--- config.mk ---
export PLATFORM = sky130hd
export DESIGN_NAME = fp_result_sink
export DESIGN_NICKNAME = d
export VERILOG_FILES = /design/src/rtl/sz_pkg.sv /design/src/rtl/sz_sync_fifo.sv /design/src/rtl/fp_result_sink.sv
export SDC_FILE = /design/constraint.sdc
export NUM_CORES = 1
export LEC_CHECK = 0
export ABC_AREA = 1
export ABC_CLOCK_PERIOD_IN_PS = 3200
export CAP_MARGIN = 0
export CORE_MARGIN = 10
export CORE_UTILIZATION = 45
export CTS_CLUSTER_DIAMETER = 60
export DETAILED_ROUTE_END_ITERATION = 10
export SLEW_MARGIN = 30
export SYNTH_ARGS = -nofsm -noshare
export SYNTH_HDL_FRONTEND = slang
export SYNTH_SLANG_ARGS = --single-unit
--- constraint.sdc ---
create_clock -name aclk -period 3.2 [get_ports aclk]
set_input_delay 0.64 -clock aclk [delete_from_list [all_inputs] [get_ports aclk]]
set_output_delay 0.64 -clock aclk [all_outputs]
set_load 0.05 [all_outputs]
--- src/rtl/sz_pkg.sv ---
// Shared float definitions for the sz_first_stages result path: field
// positions of an IEEE-754 single and the error-bound magnitude compare.
package sz_pkg;

  localparam int          FP_W       = 32;
  localparam int          FP_EXP_MSB = 30;
  localparam int          FP_EXP_LSB = 23;
  localparam logic [7:0]  FP_EXP_INF = 8'hFF;

  typedef struct packed {
    logic        sign;
    logic [7:0]  exp;
    logic [22:0] mant;
  } fp32_t;

  // |a| <= |b| for finite a. Sign bits are masked off, so the compare runs on
  // magnitudes; finite non-negative singles order like their bit patterns.
  // An all-ones exponent (Inf/NaN) is never within the bound.
  function automatic logic fp_abs_le(input fp32_t a, input fp32_t b);
    return (a.exp != FP_EXP_INF) &&
           ((a & 32'h7FFF_FFFF) <= (b & 32'h7FFF_FFFF));
  endfunction

endpackage

--- src/rtl/sz_sync_fifo.sv ---
// Single-clock FIFO with an occupancy count. Read data is presented straight
// from storage at the read pointer and forced to zero while empty, so the
// output is clean after reset without resetting the storage array.
module sz_sync_fifo #(
  parameter int DEPTH = 16,
  parameter int AW    = 4,
  parameter int WIDTH = 34
) (
  input  logic             clk,
  input  logic             rst_n,
  input  logic             push,
  input  logic [WIDTH-1:0] wdata,
  input  logic             pop,
  output logic [WIDTH-1:0] rdata,
  output logic [AW:0]      level,
  output logic             empty,
  output logic             full
);

  logic [WIDTH-1:0] mem [DEPTH];
  logic [AW-1:0]    wr_ptr;
  logic [AW-1:0]    rd_ptr;

  // Storage write.
  // NOTE: the array has no reset; level and pointers decide what is valid,
  // and leaving it out keeps the storage a plain RAM.
  always_ff @(posedge clk) begin
    if (push) begin
      mem[wr_ptr] <= wdata;
    end
  end

  // Pointers and occupancy; synchronous active-low reset discards all beats.
  // NOTE: state is updated with <= so every process sees pre-edge values.
  always_ff @(posedge clk) begin
    if (!rst_n) begin
      wr_ptr <= '0;
      rd_ptr <= '0;
      level  <= '0;
    end else begin
      if (push) wr_ptr <= wr_ptr + 1'b1;
      if (pop)  rd_ptr <= rd_ptr + 1'b1;
      case ({push, pop})
        2'b10:   level <= level + 1'b1;
        2'b01:   level <= level - 1'b1;
        default: level <= level;
      endcase
    end
  end

  assign empty = (level == '0);
  assign full  = (level == (AW+1)'(DEPTH));

  // Head of queue, zero while empty.
  // NOTE: the default comes first so no path can leave rdata unassigned.
  always_comb begin
    rdata = '0;
    if (!empty) rdata = mem[rd_ptr];
  end

endmodule

--- src/rtl/fp_result_sink.sv ---
// AXI-Stream sink for the float-core result stream. Each accepted beat is
// tagged with "|x| <= err_bound", buffered with its tlast, and forwarded to
// the quantiser stage. Define FP_RESULT_SINK_STATS_EN to add pop counters
// split by tag, with a synchronous clear.
module fp_result_sink
  import sz_pkg::*;
#(
  parameter int DEPTH = 16,
  parameter int AW    = 4
) (
  input  logic              aclk,
  input  logic              aresetn,
  input  logic [31:0]       err_bound,
  input  logic              s_axis_result_tvalid,
  output logic              s_axis_result_tready,
  input  logic [31:0]       s_axis_result_tdata,
  input  logic              s_axis_result_tlast,
  output logic              m_axis_tvalid,
  input  logic              m_axis_tready,
  output logic [31:0]       m_axis_tdata,
  output logic              m_axis_tuser,
  output logic              m_axis_tlast,
  output logic [AW:0]       level
`ifdef FP_RESULT_SINK_STATS_EN
  ,
  input  logic              stat_clr,
  output logic [31:0]       stat_in_bound,
  output logic [31:0]       stat_out_bound
`endif
);

  logic        aresetn_q;
  logic        push;
  logic        pop;
  logic        tag;
  logic        empty;
  logic        full;
  logic [33:0] rdata;

  // Registered copy of reset so tready is low through reset and comes only
  // from flops, never from a combinational input.
  always_ff @(posedge aclk) begin
    aresetn_q <= aresetn;
  end

  assign s_axis_result_tready = aresetn_q && !full;
  assign push = s_axis_result_tvalid && s_axis_result_tready;
  assign pop  = m_axis_tvalid && m_axis_tready;
  assign tag  = fp_abs_le(fp32_t'(s_axis_result_tdata), fp32_t'(err_bound));

  sz_sync_fifo #(
    .DEPTH (DEPTH),
    .AW    (AW),
    .WIDTH (34)
  ) u_fifo (
    .clk   (aclk),
    .rst_n (aresetn),
    .push  (push),
    .wdata ({s_axis_result_tlast, tag, s_axis_result_tdata}),
    .pop   (pop),
    .rdata (rdata),
    .level (level),
    .empty (empty),
    .full  (full)
  );

  assign m_axis_tvalid = !empty;
  assign m_axis_tlast  = rdata[33];
  assign m_axis_tuser  = rdata[32];
  assign m_axis_tdata  = rdata[31:0];

`ifdef FP_RESULT_SINK_STATS_EN
  // Saturating pop counters by tag; a clear wins over a same-cycle pop.
  always_ff @(posedge aclk) begin
    if (!aresetn || stat_clr) begin
      stat_in_bound  <= '0;
      stat_out_bound <= '0;
    end else if (pop) begin
      if (m_axis_tuser && (stat_in_bound != '1))
        stat_in_bound <= stat_in_bound + 1'b1;
      if (!m_axis_tuser && (stat_out_bound != '1))
        stat_out_bound <= stat_out_bound + 1'b1;
    end
  end
`else
  // Statistics build option disabled: no counters.
`endif

endmodule

# ---- Word level (Yosys, flattened, before mapping)
# Memories as Yosys holds them, arrays and structs flattened. A register that Yosys moved wholly into a read port is not among the register bits.
# Cells that the tools add are included.
# Widths: inputs -> output; s select.
dict set report word_totals {
  ff_bits 14
  mem_bits_rw 544
  inputBits 69
  out_inout_bits 41
  memories 1
}
# name words width read_ports rd_clocked_by_memory_dff wr line_no
set mem_list {}
lappend mem_list {u_fifo.mem 16 34 1 1 1 sz_sync_fifo.sv:20} ;# logic [WIDTH-1:0] mem [DEPTH];
dict set report op_classes {
  addsub 4
  n_lt_le_gt_ge 1
  eq_ne 4
  n_mux 6
  n_reduce_logical 8
}
# op count
set op_table {}
lappend op_table {{$mux 34} 1}
lappend op_table {{$le 31x31->1} 1}
lappend op_table {{$pmux 5 s2} 1}
lappend op_table {{$add 4x1->4 const B} 2}
lappend op_table {{$mux 4} 2}
lappend op_table {{$ne 8x8->1 const B} 1}
lappend op_table {{$add 5x1->5 const B} 1}
lappend op_table {{$eq 5x5->1 const B} 1}
lappend op_table {{$logic_not 5->1} 1}
lappend op_table {{$sub 5x1->5 const B} 1}
lappend op_table {{$logic_and 1x1->1} 4}
lappend op_table {{$eq 2x1->1 const B} 1}
lappend op_table {{$eq 2x2->1 const B} 1}
lappend op_table {{$logic_not 1->1} 2}
lappend op_table {{$mux 1} 2}
lappend op_table {{$reduce_bool 2->1} 1}

# ---- Logic depth before layout (Yosys ltp)
dict set report depth {
  word_depth 6
  mapped_depth 15
  ltp_nobuf 15
}

# ---- Hierarchy
# A second synthesis with hierarchy kept.
dict set report hier_totals {
  cells_unflattened 2076
  area_unflattened_um2 23590.1
}
# mod n_inst cells_per_inst area_per_inst_um2 seq_area_each_um2
set modules_own_cells {}
lappend modules_own_cells {sz_sync_fifo 1 1917 22629.2 16676.0}
lappend modules_own_cells {fp_result_sink 1 159 960.9 20.0}

# ---- Worst setup path before layout
# Ideal clock, no wire load.
dict set report synth_path {
  path_kind {flip-flop to flip-flop}
  startpoint {register u_fifo.level[1]}
  endpoint {memory u_fifo.mem[11][0], enable pin}
  arrival_time_ns 2.862
  required_ns 2.775
  slack_ns -0.087
  path_stages_with_launch 7
  path_buffers 0
  synth_period_minus_slack_ns 3.287
  path_cell_list {dfxtp_1 -> inv_1 -> nand4_1 -> nand3_1 -> inv_1 -> nand2_1 -> nor2_1}
}
dict set report synth_via {
  elab_chain_len 6
}
# element line_no
set synth_rtl {}
lappend synth_rtl {{from (decl)} sz_sync_fifo.sv:15} ;# output logic [AW:0] level,
lappend synth_rtl {{from (signal assigned)} sz_sync_fifo.sv:44} ;# 2'b10: level <= level + 1'b1;
lappend synth_rtl {{from (signal assigned)} sz_sync_fifo.sv:45} ;# 2'b01: level <= level - 1'b1;
lappend synth_rtl {{from (signal assigned)} sz_sync_fifo.sv:46} ;# default: level <= level;
lappend synth_rtl {{$eq 5x5->1} sz_sync_fifo.sv:52} ;# assign full = (level == (AW+1)'(DEPTH));
lappend synth_rtl {{$logic_not 1->1} fp_result_sink.sv:46} ;# assign s_axis_result_tready = aresetn_q && !full;
lappend synth_rtl {{$logic_and 1x1->1} fp_result_sink.sv:46}
lappend synth_rtl {{$logic_and 1x1->1} fp_result_sink.sv:47} ;# assign push = s_axis_result_tvalid && s_axis_result_tready;
lappend synth_rtl {{$mux 1} sz_sync_fifo.sv:28} ;# if (push) begin
lappend synth_rtl {{$mux 1 (not written as such)} sz_sync_fifo.sv:29} ;# mem[wr_ptr] <= wdata;
lappend synth_rtl {{to (decl)} sz_sync_fifo.sv:20}
# Every way passes these cells.

==> impl_results.html <==
<table>
<tr><th>Metric</th><th>Value</th></tr>
<tr><th colspan="2">Status</th></tr>
<tr><td>Status</td><td>finished, final reports clean</td></tr>
<tr><th colspan="2">Setup path</th></tr>
<tr><td>Delay of the slowest critical-path stage</td><td>0.38 ns</td></tr>
<tr><td>Critical path capture point type</td><td>output port</td></tr>
<tr><td>Data required time of the critical path</td><td>2.56 ns</td></tr>
<tr><td>Critical path data arrival time</td><td>2.48 ns</td></tr>
<tr><td>Worst-path cell chain</td><td>buf_12, buf_6, nand2_1, nand3_1, nand2_1, a21oi_1, o31ai_2, a21oi_2, buf_12</td></tr>
<tr><td>Max Fanout on Critical Path</td><td>32</td></tr>
<tr><td>Cell type of the slowest stage on the worst timing path</td><td>dfxtp_4</td></tr>
<tr><td>Worst setup path category</td><td>reg -&gt; out</td></tr>
<tr><td>Register-to-register setup slack</td><td>0.75 ns</td></tr>
<tr><td>Sort of element at the start of the critical path</td><td>flop</td></tr>
<tr><th colspan="2">Global route</th></tr>
<tr><td>Vias in the first global route</td><td>15100</td></tr>
<tr><td>Largest net degree at the start of global routing</td><td>88</td></tr>
<tr><td>Global-route wire length before repair</td><td>92700 um</td></tr>
<tr><td>Initial antenna violation count</td><td>0</td></tr>
<tr><td>GRT Util Overall</td><td>0.199</td></tr>
<tr><td>Total grt overflow</td><td>0</td></tr>
<tr><th colspan="2">Pwr</th></tr>
<tr><td>Total power density per cell area</td><td>821 nW/um^2</td></tr>
<tr><td>Worst vdd rail ir drop</td><td>0.525 mV</td></tr>
<tr><td>Total net switching power</td><td>8.31 mW</td></tr>
<tr><td>Sequential group share of total power</td><td>0.354</td></tr>
<tr><td>Leak pwr</td><td>10.4 nW</td></tr>
<tr><td>Pint</td><td>15.2 mW</td></tr>
<tr><td>Clock Power Share</td><td>0.268</td></tr>
<tr><td>Share of total power in combinational logic</td><td>0.378</td></tr>
<tr><td>Sw Share</td><td>0.354</td></tr>
<tr><th colspan="2">Placed design</th></tr>
<tr><td>Placement-stage cell area</td><td>26400 sq um</td></tr>
<tr><td>Count of buffers inserted at the top-level ports</td><td>108</td></tr>
<tr><td>Routability Congestion</td><td>0.755</td></tr>
<tr><td>Final HPWL DP</td><td>33500 um</td></tr>
<tr><td>Placement-stage worst setup slack</td><td>-0.161 ns</td></tr>
<tr><th colspan="2">Timing</th></tr>
<tr><td>Max Freq</td><td>320 MHz</td></tr>
<tr><td>Final setup slack of the worst path</td><td>0.0761 ns</td></tr>
<tr><td>Min Clock Period, post-route</td><td>3.12 ns</td></tr>
<tr><td>Clock Skew</td><td>0.0211 ns</td></tr>
<tr><td>Max-Slew Margin vs Limit</td><td>0.626</td></tr>
<tr><td>Transition time at the pin with the least slew margin</td><td>0.560 ns</td></tr>
<tr><td>Setup repair after global routing missed its margin</td><td>true</td></tr>
<tr><td>Pins Over Slew Limit</td><td>0</td></tr>
<tr><td>Total count of hold-check failures in the final report</td><td>0</td></tr>
<tr><td>Final number of setup-violating endpoints</td><td>0</td></tr>
<tr><td>Final setup TNS</td><td>0 ns</td></tr>
<tr><td>Share of the cycle needed by the critical path after routing</td><td>0.976</td></tr>
<tr><td>Worst hold slack across all endpoints</td><td>0.499 ns</td></tr>
<tr><th colspan="2">Yosys</th></tr>
<tr><td>Synth cell types</td><td>27</td></tr>
<tr><td>Sequential-to-total area share from yosys stat</td><td>0.714</td></tr>
<tr><td>Number of storage elements in the synthesis netlist</td><td>562</td></tr>
<tr><td>Synthesized instance count</td><td>2005</td></tr>
<tr><td>Syn_nets</td><td>2114</td></tr>
<tr><td>Combined area of all synthesized cells</td><td>23400 sq um</td></tr>
<tr><td>Post-synthesis average cell area</td><td>11.7 sq um</td></tr>
<tr><td>Yosys warnings</td><td>0</td></tr>
<tr><th colspan="2">Drt</th></tr>
<tr><td>Routed wire length</td><td>62000 um</td></tr>
<tr><td>Iteration count of the initial detailed-routing pass</td><td>5</td></tr>
<tr><td>Average wire length per cell after detail routing</td><td>21.4 um</td></tr>
<tr><td>Antenna Nets Post-Route</td><td>0</td></tr>
<tr><td>Number of violations reported at the end of detailed-routing iteration 0</td><td>1437</td></tr>
<tr><td>Via count</td><td>15800</td></tr>
<tr><td>Via-per-instance ratio</td><td>5.44</td></tr>
<tr><td># DRC</td><td>0</td></tr>
<tr><th colspan="2">CTS</th></tr>
<tr><td>Insertion delay to the later sink of the worst-skew pair</td><td>0.61 ns</td></tr>
<tr><td>Maximum buffer depth of the clock tree</td><td>3</td></tr>
<tr><td>Clock tree from TritonCTS</td><td>built</td></tr>
<tr><td>Total number of clock tree sinks</td><td>562</td></tr>
<tr><td>CTS Root Buffer Type</td><td>clkbuf_16</td></tr>
<tr><td>Clock transition at the register clock pins on the worst setup and hold paths after CTS</td><td>0.06 ns</td></tr>
<tr><td>H-tree lvl count</td><td>2</td></tr>
<tr><td>Cts bufs inserted</td><td>56</td></tr>
<tr><th colspan="2">Floorplanning</th></tr>
<tr><td>Total I/O pin count</td><td>110</td></tr>
<tr><td>Std-Cell Rows</td><td>83</td></tr>
<tr><td>Width of the die</td><td>248 um</td></tr>
<tr><td>Die Y</td><td>248 um</td></tr>
<tr><td>Effective utilization at floorplan</td><td>0.455</td></tr>
<tr><td>Core area</td><td>51400 sq um</td></tr>
<tr><td>Die Area</td><td>61500 sq um</td></tr>
<tr><th colspan="2">Finish</th></tr>
<tr><td># nets final</td><td>2277</td></tr>
<tr><td>Commonest non-fill, non-tap cell in the layout</td><td>nand2_1</td></tr>
<tr><td>Area growth, synth to finish</td><td>22.1%</td></tr>
<tr><td>Most frequent cells in the layout</td><td>nand2_1 (545), edfxtp_1 (544), a21oi_1 (159)</td></tr>
<tr><td>Total inserted antenna cells</td><td>0</td></tr>
<tr><td>Final design instance area without fill</td><td>28600 sq um</td></tr>
<tr><td>Layout cells sized above 1</td><td>0.128</td></tr>
<tr><td>Final Core Density</td><td>0.556</td></tr>
<tr><th colspan="2">Run</th></tr>
<tr><td>Max cap viols</td><td>0</td></tr>
<tr><th colspan="2">Hold path</th></tr>
<tr><td>HP Class</td><td>reg -&gt; reg</td></tr>
</table>
[registers in the layout (all words and copies together), names as in the netlist, named ones only]
signal	cells
u_fifo.mem	544
u_fifo.level	5
u_fifo.rd_ptr	4
u_fifo.wr_ptr	4
aresetn_q	1
[layer usage]
| layer | track usage | share of wire |
|---|---|---|
| met1 | 0.270 | 0.43 |
| met2 | 0.330 | 0.48 |
| met3 | 0.0259 | 0.060 |
| met4 | 0.0567 | 0.025 |
| met5 | 0 | 0 |
[cell type report]
cell class              count  area, sq um
fillers                  4183        22800
flip-flops and latches    562        16700
multi-input cells        1261         6210
repair buffers            218         2770
clock buffers              74         1490
well taps                 680          851
inverters                  68          292
clock inverters            30          250
repair inverters            1         8.76
[worst paths after layout]
kind              cells after the start               end             start
setup / recovery                      9  m_axis_tdata[12]              flop
hold / removal                        2              flop  u_fifo.rd_ptr[3]
setup reg to reg                     15   u_fifo.level[4]   u_fifo.level[0]
hold reg to reg                       2              flop  u_fifo.rd_ptr[3]
[critical path, delay by kind of cell, from the launching register on]
family | cells | cell delay, ns
and+or+nand+nor | 3 | 0.23
AOI/OAI and AO/OA | 3 | 0.63
buffers and inverters | 3 | 0.62
DFF | 1 | 0.38
[Yosys cell counts]
| cell | count | share of area |
|---|---|---|
| buf_6 | 3 | 0.0014 |
| o31ai_1 | 68 | 0.022 |
| or2_1 | 1 | 0.00027 |
| and2_1 | 1 | 0.00027 |
| nand4_1 | 4 | 0.0011 |
| buf_1 | 6 | 0.00096 |
| and3_1 | 1 | 0.00027 |
| nand3b_1 | 1 | 0.00032 |
| clkinv_1 | 3 | 0.00048 |
| inv_1 | 62 | 0.0099 |
| inv_2 | 3 | 0.00048 |
| o21bai_1 | 1 | 0.00032 |
| xor2_1 | 4 | 0.0015 |
| dfxtp_1 | 18 | 0.015 |
| buf_4 | 5 | 0.0016 |
| nor2_1 | 172 | 0.028 |
| o21ai_0 | 76 | 0.016 |
| a21oi_1 | 192 | 0.041 |
| xnor2_1 | 1 | 0.00037 |
| a21o_1 | 3 | 0.00096 |
| nand2_1 | 545 | 0.087 |
| ha_1 | 40 | 0.021 |
| clkbuf_1 | 59 | 0.0095 |
| edfxtp_1 | 544 | 0.70 |
| buf_2 | 41 | 0.0088 |
| o21a_1 | 1 | 0.00032 |
| nand3_1 | 150 | 0.032 |
[repair_timing]
action | 4_1_cts | 5_1_grt
pin swaps | 2 | 9
cloned | 2 | 4
buffers inserted | 3 | 3
gates resized for setup | 27 | 29
hold buffers | 0 | 0
setup endpoints to repair | 34 | 26
[power groups by stage]
stage,registers (mW),logic (mW),clock network (mW)
finish,8.31,8.87,6.29
global route,8.32,9.53,6.69
CTS,8.31,8.67,6.38
detailed placement,8.49,8.30,0
global placement,8.48,8.22,0
floorplan,8.52,4.67,0
[stage by stage]
stage	std cells	power, mW
6_report	2894	23.5
5_1_grt	2894	24.5
4_1_cts	2887	23.4
3_5_place_dp	2778	16.8
3_3_place_gp	2778	16.7
2_1_floorplan	2005	13.2
[kinds of logic (layout without fill, tap and decap cells)]
family                   count (synthesis)  count (layout)  share of synthesized area
buffers and inverters                  182             391                     0.0332
flip-flops                             562             562                      0.714
XOR/XNOR                                 5               5                    0.00187
AND/OR/NAND/NOR                        875             875                      0.149
AO/OA/AOI/OAI                          341             341                     0.0807
adder cells (fa/ha/maj)                 40              40                     0.0214
No activity file was read; power rests on OpenSTA's default activity.
==> patch 1: new RTL, config.mk and constraints unchanged <==
Add a define of `FP_RESULT_SINK_STATS_EN`.
--- a/src/rtl/fp_result_sink.sv
+++ b/src/rtl/fp_result_sink.sv
@@ -3,4 +3,6 @@
 // the quantiser stage. Define FP_RESULT_SINK_STATS_EN to add pop counters
 // split by tag, with a synchronous clear.
+`define FP_RESULT_SINK_STATS_EN
+
 module fp_result_sink
   import sz_pkg::*;
Interface: changed (added stat_clr, stat_in_bound and stat_out_bound); port bits go from 110 to 175. No check against the original RTL was run, so the function may have changed too.
==> patch 1 against the unedited design <==
Final cell count rose by 21%; worst setup slack got worse by 22 ps; count of clock-buffer cells in the layout rose by 11; sequential cell count rose by 64; power rose by 14%; fmax fell by 0.70%; clock skew rose by 7.3 ps; global-route usage rose by 1.7 points; final area rose by 17%; routed wire length rose by 30%; synthesized area rose by 15%; critical path type unchanged; largest cell class unchanged.
==> patch 1: results (changes against the unedited design) <==
yosys:
  ys_top_cells_by_count: "edfxtp_1, nor2_1, o21ai_0"
  syn_inst: 2430  # +21%
  synth-edff-count: 544  # unchanged
  synthArstFlopShare_pct: 0  # unchanged
  yosysSeqAreaShare_pct: 66.9  # -4.4 points
  synthTopCellsByArea: "edfxtp_1, nor2_1, dfxtp_1"
  synth_nets: 2542  # +20%
  ys_types: 43  # +59%
setup_path:
  crit_end: "m_axis_tlast"
  crit_arrival_ps: 2510  # +30 ps
  critical-path-top-delay-family: "compound AO/OA/AOI/OAI gates"
  reg2reg_slack_ps: 710  # -40 ps
  rr_worst_depth: 10  # -5
  cp_slowest_stage_delay_ps: 530  # +150 ps
  r2r-end: "stat_out_bound[0]"
  worstPathMaxFanout: 13  # -59%
  crit_slowest_cell: "dfxtp_4"
drt:
  wl_met1_um: 33200  # +24%
  via_per_inst: 5.72  # +5.1%
  wl_per_cell_um: 22.9  # +6.8%
  firstDrtPassIters: 6  # +1
  route.met3.wl_um: 6320  # +70%
  dr_total_vias: 20100  # +27%
  routed.top_layer: "met5"
  drtIter0Drc: 2192  # +53%
  wl_met2_um: 38300  # +27%
final_layout:
  layout-drive-gt1-share_pct: 12.5  # -0.31 points
  top_regs: "u_fifo.mem: 544 flops, stat_in_bound: 32 flops, stat_out_bound: 32 flops"
  fin_nets: 2796  # +23%
  n_fill_cell: 4865  # +16%
place:
  numPortBuffers: 173  # +60%
  place_hpwl_um: 43800  # +31%
  place_ws_ps: 286  # +446 ps
  placedCellCount: 3357  # +21%
  place.gp.congestion: 0.824  # +9.2%
  place_area_um2: 30700  # +16%
clocking:
  post-cts-setup-buffer-count: 4  # +1
  cts_resized: 17  # -37%
  clock_latency_ps: 620
  numCtsBuffers: 68  # +21%
  htreeDepth: 3  # +1
  root_buffer: "clkbuf_16"
timing:
  finalCritPeriodShare_pct: 98.3  # +0.69 points
  tightest_slew_ps: 655  # +94.4 ps
  final.setup_skew_ps: 28.4  # +7.33 ps
outcome:
  status: "finished clean"
global_route:
  grtUsageMet2_pct: 35.9  # +2.8 points
  grt_pass1_vias: 18900  # +25%
  grt_max_degree: 69  # -22%
  grt_pass1_wl_um: 117000  # +26%
  grt_usage_pct: 21.6  # +1.7 points
  grt_use_met1_pct: 28.1  # +1.1 points
  antenna_found_initial: 2  # +2
  globalRouteMet3Util_pct: 3.67  # +1.1 points
worst_hold_path:
  hold_path.class: "reg -> reg"
  hold-path-cell-count: 2  # unchanged
power_and_ir_drop:
  ir_worst_vdd_uv: 633  # +21%
  p_leak_nw: 11.6  # +11%
[patch 1: changes by cell type after synthesis, moves of 40 or more]
cell and delta:
dfxtp_1 +64, inv_1 +62, nor2_1 +336, nand2_1 -283
o31ai_1 -68, nand3_1 -50, o21ai_0 +224, o221ai_1 +92
a21oi_1 -124, o22ai_1 +40
[patch 1: worst min-delay path by stage]
stage | startpoint | slack (ps) | to
final | u_fifo.rd_ptr[3] | 470 | u_fifo.rd_ptr[3]
after global routing | u_fifo.rd_ptr[2] | 520 | flop
after CTS | u_fifo.rd_ptr[3] | 480 | u_fifo.rd_ptr[3]
after detailed placement | u_fifo.rd_ptr[3] | 460 | u_fifo.rd_ptr[3]
after global placement | u_fifo.rd_ptr[3] | 450 | u_fifo.rd_ptr[3]
after floorplan | u_fifo.rd_ptr[3] | 440 | flop
[patch 1: power by group]
group / leakage [nW] / internal (W) / switching, W
sequential: 5.57 / 0.00903 / 0.000169
combinational: 4.99 / 0.00387 / 0.00618
clock: 1.04 / 0.00437 / 0.00322
total: 11.6 / 0.0173 / 0.00957
[patch 1: area by class of cell]
type,instances,area (um^2),area share (%)
Antenna cell,1,2.50,0.00746
Clock inverter,35,340,1.01
Clock buffer,85,1810,5.39
Tap cell,773,967,2.88
Timing Repair Buffer,312,3910,11.7
Inverter,130,527,1.57
Timing Repair inverter,3,28.8,0.0858
Sequential cell,626,18000,53.6
Multi-Input combinational cell,1543,7980,23.8
[patch 1: cell families after synthesis]
family	share of synthesized area (%)
adder cells (fa/ha/maj)	1.96
AO/OA/AOI/OAI	11.3
XOR/XNOR	0.815
flip-flops	66.9
buffers and inverters	4.00
AND/OR/NAND/NOR	15.0
==> patch 2: new RTL, same flow settings <==
Without the edit above. Register the output `level`; this adds one clock of latency there. The other outputs are not delayed to match.
--- a/src/rtl/fp_result_sink.sv
+++ b/src/rtl/fp_result_sink.sv
@@ -30,4 +30,6 @@
 );
 
+  logic [AW:0] level_d;
+
   logic        aresetn_q;
   logic        push;
@@ -60,5 +62,5 @@
     .pop   (pop),
     .rdata (rdata),
-    .level (level),
+    .level (level_d),
     .empty (empty),
     .full  (full)
@@ -87,4 +89,8 @@
 `endif
 
+  always_ff @(posedge aclk) begin
+    level <= level_d;
+  end
+
 endmodule
 
Formal check against the unedited RTL: not equivalent (a bounded check fails within 4 cycles, from zero or initial values and one cycle with aresetn low).
==> patch 2 against the unedited design <==
Hold slack got worse by 100 ps; critical path depth increased by 1; critical endpoint is now m_axis_tdata[15]; core utilization decreased by 0.31 points; synthesized cell count increased by 0.30%; final area decreased by 0.35%; worst setup slack improved by 14 ps; power decreased by 1.5%; synthesized area increased by 0.50%; final cell count decreased by 0.10%; sequential cell count increased by 5; die area increased by 0.46%; global-route usage decreased by 1.7 points; largest cell class unchanged; routed wire length decreased by 5.7%; count of clock-buffer cells in the layout unchanged.
==> patch 2: results (changes against the unedited design) <==
place:
  place.gp.congestion: 0.765  # +1.3%
  place_ws_ps: -161  # -0.921 ps
  place_hpwl_um: 32200  # -3.9%
  placedCellCount: 2779  # +0.036%
final_layout:
  fin_nets: 2275  # -0.088%
  layout.cells.non_filler: 2891  # -0.10%
  seq_cell_count: 567  # +0.89%
  n_fill_cell: 4319  # +3.3%
  area_share_nonclk_buffers_pct: 9.38  # -0.33 points
  top_regs: "u_fifo.mem: 544 flops, level: 5 flops, u_fifo.level: 5 flops"
  clk_share_pct: 6.02  # -0.071 points
  multi_input_area_um2: 6140  # -1.1%
  seq_share_pct: 59.0  # +0.56 points
worst_hold_path:
  hold-path-cell-count: 0  # -2
drt:
  via_per_inst: 5.34  # -1.9%
  drtIter0Drc: 1257  # -13%
  wl_per_cell_um: 20.2  # -5.6%
power_and_ir_drop:
  power.internal_w: 0.0150  # -1.2%
  p_leak_nw: 10.4  # -0.47%
  ir_worst_vdd_uv: 588  # +12%
setup_path:
  cp_slowest_stage_delay_ps: 350  # -30 ps
  worstPathMaxFanout: 63  # +97%
yosys:
  avgSynthCellArea_um2: 11.7  # +0.20%
  ys_top_cells_by_count: "nand2_1, edfxtp_1, a21oi_1"
global_route:
  grt_max_degree: 79  # -10%
  grt_pass1_vias: 14900  # -1.3%
  grt_usage_pct: 18.2  # -1.7 points
timing:
  final.setup_skew_ps: 26.2  # +5.10 ps
  maxSlewHeadroom_pct: 60.8  # -1.8 points
outcome:
  status: "finished clean"
[patch 2: cell types whose count changed in the layout (fill, tap and decap cells not counted), moves of 4 or more]
cell	change
buf_4	-7
dfxtp_1	+5
a21oi_1	+10
o31ai_2	-6
a21oi_2	-10
buf_12	+6
buf_6	-4
o31ai_1	+6
inv_6	-4
[patch 2: per-layer routing]
metal	part of all wire [%]	GRT usage, %
met2	48	29.2
met1	45	25.0
met5	0	0
met3	5.1	2.54
met4	2.4	6.03
[patch 2: kinds of logic (layout without fill, tap and decap cells)]
group,Yosys count,after routing,share of synthesized area (%)
AO/OA/AOI/OAI,340,340,8.00
XOR/XNOR,6,6,0.223
adder cells (fa/ha/maj),40,40,2.13
buffers and inverters,182,382,3.36
flip-flops,567,567,71.4
AND/OR/NAND/NOR,876,876,14.9
[patch 2: per-stage QoR]
step	hold slack (ps)	cell area, um^2
finish	394	28500
CTS	401	28300
detailed placement	396	26500
global route	420	28500
floorplan	368	23500
global placement	389	26500
[patch 2: path summary, 6_finish.rpt]
kind	startpoint	end
max	flop	m_axis_tdata[15]
min	u_fifo.level[3]	level[3]
max reg2reg	u_fifo.level[0]	u_fifo.level[4]
min reg2reg	u_fifo.level[3]	level[3]
[patch 2: repair_timing]
action | 4_1_cts | 5_1_grt
endpoints found under the setup margin | 34 | 33
gates resized for setup | 20 | 16
setup buffers | 1 | 5
gates cloned | 0 | 3
pin swaps | 2 | 2
[patch 2: power groups by stage]
stage / Sequential (W) / Clock (W) / Combinational (W)
finish: 0.00840 / 0.00617 / 0.00854
global route: 0.00842 / 0.00660 / 0.00921
CTS: 0.00844 / 0.00628 / 0.00837
detailed placement: 0.00859 / 0 / 0.00821
global placement: 0.00859 / 0 / 0.00816
floorplan: 0.00859 / 0 / 0.00466
